===== src/rtl/countdown_mmss.sv =====
// BCD minutes:seconds countdown timer (00:00..59:59) paced by a one-cycle tick.
// Runs, pauses, and raises a tick-timed alarm when the count reaches 00:00.
module countdown_mmss #(
    parameter int ALARM_TICKS = 10
) (
    input  logic       clk,
    input  logic       clrn,
    input  logic       tick,
    input  logic       load,
    input  logic [7:0] D_min,
    input  logic [7:0] D_sec,
    input  logic       start,
    input  logic       stop,
    output logic [7:0] Q_min,
    output logic [7:0] Q_sec,
    output logic       running,
    output logic       done,
    output logic       Bo
);

    typedef enum logic [1:0] {
        IDLE  = 2'd0,
        RUN   = 2'd1,
        PAUSE = 2'd2,
        ALARM = 2'd3
    } state_t;

    localparam logic [7:0] ALARM_INIT = 8'(ALARM_TICKS);

    state_t     state, state_nxt;
    logic [7:0] min_nxt, sec_nxt;
    logic [7:0] alarm_cnt, alarm_cnt_nxt;
    logic [7:0] dec_min, dec_sec;
    logic       q_is_one;

    // Saturate an out-of-range BCD preset digit by digit.
    function automatic logic [7:0] clamp_bcd(input logic [7:0] v);
        logic [3:0] tens, units;
        tens  = (v[7:4] > 4'd5) ? 4'd5 : v[7:4];
        units = (v[3:0] > 4'd9) ? 4'd9 : v[3:0];
        return {tens, units};
    endfunction

    // One-second BCD decrement with borrow rippling sec units -> min tens.
    always_comb begin
        logic b0, b1, b2;
        dec_sec = Q_sec;
        dec_min = Q_min;
        b0 = (Q_sec[3:0] == 4'd0);
        dec_sec[3:0] = b0 ? 4'd9 : Q_sec[3:0] - 4'd1;
        b1 = b0 && (Q_sec[7:4] == 4'd0);
        if (b0) dec_sec[7:4] = (Q_sec[7:4] == 4'd0) ? 4'd5 : Q_sec[7:4] - 4'd1;
        b2 = b1 && (Q_min[3:0] == 4'd0);
        if (b1) dec_min[3:0] = (Q_min[3:0] == 4'd0) ? 4'd9 : Q_min[3:0] - 4'd1;
        if (b2) dec_min[7:4] = (Q_min[7:4] == 4'd0) ? 4'd5 : Q_min[7:4] - 4'd1;
    end

    assign q_is_one = (Q_min == 8'h00) && (Q_sec == 8'h01);

    // NOTE: every signal driven here gets a default first, so no path leaves
    // it unassigned and no latch is inferred.
    always_comb begin
        state_nxt     = state;
        min_nxt       = Q_min;
        sec_nxt       = Q_sec;
        alarm_cnt_nxt = alarm_cnt;

        if (load) begin
            state_nxt     = IDLE;
            min_nxt       = clamp_bcd(D_min);
            sec_nxt       = clamp_bcd(D_sec);
            alarm_cnt_nxt = 8'd0;
        end else begin
            unique case (state)
                IDLE: begin
                    if (!stop && start && ({Q_min, Q_sec} != 16'h0000))
                        state_nxt = RUN;
                end
                RUN: begin
                    if (stop) begin
                        state_nxt = PAUSE;
                    end else if (tick) begin
                        if (q_is_one) begin
                            state_nxt     = ALARM;
                            min_nxt       = 8'h00;
                            sec_nxt       = 8'h00;
                            alarm_cnt_nxt = ALARM_INIT;
                        end else begin
                            min_nxt = dec_min;
                            sec_nxt = dec_sec;
                        end
                    end
                end
                PAUSE: begin
                    if (!stop && start)
                        state_nxt = RUN;
                end
                ALARM: begin
                    if (stop || start) begin
                        state_nxt     = IDLE;
                        alarm_cnt_nxt = 8'd0;
                    end else if (tick) begin
                        alarm_cnt_nxt = alarm_cnt - 8'd1;
                        if (alarm_cnt <= 8'd1) begin
                            state_nxt     = IDLE;
                            alarm_cnt_nxt = 8'd0;
                        end
                    end
                end
                default: state_nxt = IDLE;
            endcase
        end
    end

    // NOTE: sequential state uses non-blocking assignments so every register
    // samples pre-edge values regardless of statement order.
    always_ff @(posedge clk or negedge clrn) begin
        if (!clrn) begin
            state     <= IDLE;
            Q_min     <= 8'h00;
            Q_sec     <= 8'h00;
            alarm_cnt <= 8'd0;
            running   <= 1'b0;
            done      <= 1'b0;
        end else begin
            state     <= state_nxt;
            Q_min     <= min_nxt;
            Q_sec     <= sec_nxt;
            alarm_cnt <= alarm_cnt_nxt;
            running   <= (state_nxt == RUN);
            done      <= (state_nxt == ALARM);
        end
    end

    assign Bo = (state == RUN) && tick && !stop && (Q_sec == 8'h00);

endmodule


===== config.mk =====
export PLATFORM = sky130hd
export DESIGN_NAME = countdown_mmss
export DESIGN_NICKNAME = d
export VERILOG_FILES = /design/src/rtl/countdown_mmss.sv
export SDC_FILE = /design/constraint.sdc
export NUM_CORES = 1
export LEC_CHECK = 0
export ABC_AREA = 1
export CAP_MARGIN = 20
export CORE_MARGIN = 3
export CORE_UTILIZATION = 51
export DETAILED_ROUTE_END_ITERATION = 10
export PLACE_DENSITY_LB_ADDON = 0.08
export SETUP_SLACK_MARGIN = 0.15
export SLEW_MARGIN = 5
export SYNTH_ARGS = -nofsm -noshare
export SYNTH_HDL_FRONTEND = slang
export SYNTH_SLANG_ARGS = --single-unit

===== constraint.sdc =====
create_clock -name clk -period 1.9 [get_ports clk]
set_clock_uncertainty 0.15 [all_clocks]
set_input_delay 0.285 -clock clk [delete_from_list [all_inputs] [get_ports clk]]
set_output_delay 0.285 -clock clk [all_outputs]
set_load 0.1 [all_outputs]

## Word-level counts from Yosys, hierarchy flattened

Cells that the tools add are included.

- Register bits after elaboration: 28
- Logic and storage cells: 97

- $add $sub $neg: 5
- Order comparisons: 5
- Equal/unequal tests: 11
- Muxes and demuxes: 39
- Reductions and logical operators: 29

Operators by type and width:

| operator | count |
|---|---|
| 8-bit 2-to-1 mux | 17 |
| 4-bit 2-to-1 mux | 11 |
| 2-bit 2-to-1 mux | 9 |
| 4-bit zero test | 4 |
| 8-bit zero test | 2 |
| 8-bit one-hot mux with 2 select lines | 1 |
| 16-bit nonzero test | 1 |
| 4-bit by 1-bit subtractor with 4-bit output (second input constant) | 4 |
| 4-bit AND reduction | 3 |
| 3-bit nonzero test | 4 |
| 3-bit != test (second input constant) | 3 |
| 8-bit by 1-bit equality test with 1-bit output (second input constant) | 1 |
| 4-bit by 3-bit > comparator with 1-bit output (second input constant) | 2 |
| 4-bit > comparator (second input constant) | 2 |
| 8-bit by 1-bit <= comparator with 1-bit output (second input constant) | 1 |
| 1-bit logical AND | 8 |
| 2-bit one-hot mux with 4 select lines | 1 |
| 8-bit by 1-bit subtractor with 8-bit output (second input constant) | 1 |
| 2-bit equality test (second input constant) | 3 |
| 5-bit AND reduction | 1 |
| 2-bit by 1-bit equality test with 1-bit output (second input constant) | 2 |
| 4-bit != test (second input constant) | 1 |
| 2-bit nonzero test | 2 |
| 3-bit AND reduction | 1 |
| other kinds (4) | 4 |

## Longest topological paths before layout

- Depth in word-level cells: 9
- Depth in mapped cells: 11

## Worst setup path after synthesis

Ideal clock, no wire load.

- Path type: reg-to-output
- Start: register Q_sec[4]
- End: output port Bo
- Data arrival time: 3.523 ns
- Path slack: -2.058 ns
- Cell stages (with the launch flop): 7
- Cells stage by stage: dfrtp_1 > inv_1 > ha_1 > nand3_2 > nor2_1 > inv_1 > nor3_1

- Longest elaborated chain between the ends: 2

RTL lines:

| element | line | text |
|---|---|---|
| start, declared | 15 | `output logic [7:0] Q_sec,` |
| start signal, assigned | 128 | `Q_sec <= sec_nxt;` |
| 8-bit zero test | 135 | `assign Bo = (state == RUN) && tick && !stop && (Q_sec == 8'h00);` |
| 1-bit logical AND | 135 |  |
| end, declared | 18 | `output logic Bo` |

No other way between the ends.

## Worst setup path after layout

- Start: register Q_sec[1]
- End: register alarm_cnt[3]

- Longest elaborated chain between the ends: 4

RTL lines:

| element | line | text |
|---|---|---|
| 8-bit by 1-bit equality test with 1-bit output | 58 | `assign q_is_one = (Q_min == 8'h00) && (Q_sec == 8'h01);` |
| 1-bit logical AND | 58 |  |
| 3-bit != test (no line) | n/a |  |
| 5-bit AND reduction (no line) | n/a |  |
| end signal, assigned | 129 | `alarm_cnt <= alarm_cnt_nxt;` |
| end, declared | 32 | `logic [7:0] alarm_cnt, alarm_cnt_nxt;` |

No other way between the ends.
A chain may end at the register's enable or synchronous reset.

==> results.cfg <==
[outcome]
status = finished, violations left
violations = negative setup slack

[cts]
cts_sinks = 28
cts_hold_buf = 0
clkSlewWorstSetupHoldPaths_ps = 110
cts_tree = built
cts_buffers = 3
clock_latency_ps = 290
cts.path.max_buffers = 2
clockRootBuffer = clkbuf_8
cts-htree-levels = 1

[finish]
fin_nets = 388
antenna_cells = 0
layout-drive-gt1-share_pct = 40.06
final_cell_count_no_fill = 403
multiInputGateArea_sq_um = 1339
seqCellArea_sq_um = 740.7
area_growth_pct = 65.63
fillers = 129
final_area_sq_um = 3268
fin_util_pct = 92.82

[setup_path]
crit_path_end_kind = flip-flop
worstReg2RegStart = Q_sec[1]
critPathKind = flip-flop to flip-flop
crit_required_ps = 1980
r2r-end = alarm_cnt[3]
crit_fanout = 6
crit_end = alarm_cnt[3]
cp.arrival_ps = 2200
start_kind = flip-flop
r2r_cells = 11
regToRegSetupSlack_ps = -230
critical_path.startpoint = Q_sec[1]

[placed_design]
post_dp_cell_area_sq_um = 2910
place_congestion = 0.9219
dp.final_hpwl_mm = 4.116
port_buffers = 40
post-place-ws_ps = -77.74
dp.cells = 382

[sta]
post-route-period-util_pct = 111.9
finalSetupViolations = 24
worst_slack_ps = -226.8
rsz0062_at_grt = true
max_freq_mhz = 470.2
whs_ps = 222.8
drv_slew = 0
maxSlewHeadroom_pct = 74.61
period_minus_slack_ps = 2127
tightestPinTransition_ps = 380.3
hold_viol_final = 0

[logic_synthesis]
synth.largest_area_cell = dfrtp_1
synth_fa_ha_area_share_pct = 5.073
synth_area_leaders = dfrtp_1 (36%), nand2_1 (12%), nand3_1 (7.4%)
synth_seq_cells = 28
syn-mean-instance-area_sq_um = 7.047
syn_area_sq_um = 1973
syn_nets = 310
synth_compound_area_share_pct = 12.18
syn_inst = 280
yosysSeqAreaShare_pct = 35.51
synth_top_family_by_area = simple AND/OR/NAND/NOR gates
muxShareOfSynthArea_pct = 0
yosys.area_share.xor_xnor_pct = 4.439
ys_warn_count = 0
synthSimpleGateAreaFrac_pct = 33.54
synth_cell_types = 29
netlist.area_leader.share_pct = 35.51

[die]
die_area_sq_um = 4651
die_y_microns = 68.20
die-width_microns = 68.20
design.core.area_sq_um = 3521
initial_core_util_pct = 56.04
rows = 21
num_io_pins = 41

[worst_hold_path]
min_path_type = input pin to async pin

[detailed_routing]
wire_per_inst_microns = 22.06
viasPerCell = 6.546
drc_errors = 0
routed_wl_mm = 8.892
ant_nets = 0
first_iter_violations = 421
vias = 2638
detail_route.first_pass.iterations = 5

[flow_run]
cap_violations = 0

[global_routing]
gr-total-overflow = 0
antenna_found_initial = 0
grt_first_pass_wirelength_mm = 11.29
grt_pass1_vias = 2468
grt_max_degree = 29
grt_util_all_layers_pct = 32.47

[pwr]
p_leak_nw = 1.569
power.density_nw_per_um2 = 1195
vdd_ir_drop_max_v = 0.001117
where the power goes:
group          switching, W  internal, W  total (W)
Clock              0.000219     0.000283   0.000502
Sequential         0.000178     0.000750   0.000928
Combinational       0.00157     0.000903    0.00248
cell usage after synthesis, drive strengths merged:
cell    instances
nand2          69
ha              8
nand4           6
o21ai          21
clkbuf          1
xor2            7
a31oi           5
nor2           35
inv            44
xnor2           3
nor3            5
buf             3
o22ai           3
and3            1
o31ai           1
nand3          30
a21oi           8
dfrtp          28
a22oi           2
metal layers:
layer	track usage (%)	share of wire [%]	wire length (microns)
met4	18.61	9.1	810
met1	36.95	34	2989
met2	57.40	47	4182
met3	4.762	10	909
met5	0	0	0
final cells by class:
cell class	count	area share, %
multi-input cells	205	40.96
repair buffers	76	26.68
flip-flops and latches	28	22.66
inverters	44	5.743
well taps	46	1.761
clock buffers	3	1.263
clock inverters	1	0.9188
sequential cells by signal, indices dropped and copies added (netlist names):
register	flops
Q_sec	8
running	1
state	2
alarm_cnt	8
Q_min	8
done	1
worst max-delay path, cell delays in order, from the launching register on:
cell and delay, ps:
dfrtp_4 510, inv_4 80, buf_4 120, ha_1 180
nand2_2 90, nor2_4 160, nand2_4 130, o21ai_4 250
nand2_4 130, nand2_4 90, nand2_1 80, nand2_1 90
what timing repair did:
item / 4_1_cts / 5_1_grt
buffers inserted: 10 / 6
resized for setup: 19 / 23
cloned: 1 / 0
hold endpoints to repair: 0 / 0
pin swaps: 5 / 7
endpoints found under the setup margin: 26 / 27
per-stage QoR:
stage / power (W) / setup TNS (ps)
detailed placement: 0.003102 / -126.7
finish: 0.003907 / -3171
global placement: 0.003064 / -17.23
CTS: 0.003676 / -334.3
floorplan: 0.002304 / -516.2
global route: 0.004016 / -4578
worst min-delay path by stage:
stage                 start            to  slack [ps]
6_report               clrn      Q_sec[4]         220
5_1_grt                clrn      Q_sec[1]         240
4_1_cts                clrn      Q_sec[2]         240
3_5_place_dp   alarm_cnt[1]  alarm_cnt[1]         370
3_3_place_gp   alarm_cnt[6]  alarm_cnt[6]         360
2_1_floorplan          clrn      Q_min[2]        -160
kinds of logic (layout without fill, tap and decap cells):
kind of cell / after synthesis / after routing
XOR/XNOR: 10 / 10
flip-flops: 28 / 28
buffers and inverters: 48 / 124
adder cells (fa/ha/maj): 8 / 8
AND/OR/NAND/NOR: 146 / 147
AO/OA/AOI/OAI: 40 / 40
layout by cell type (no fill, tap or decap), drive strengths merged:
cell type and n:
buf 55, o31ai 1, inv 44, nand2 70
clkbuf 3, nor3 5, o22ai 3, clkdlybuf4s50 21
dfrtp 28, xor2 7, a21oi 8, ha 8
nand3 30, bufinv 1, a31oi 5, nor2 35
and3 1, nand4 6, xnor2 3, o21ai 21
a22oi 2
Power figures use the tool's default switching activity.
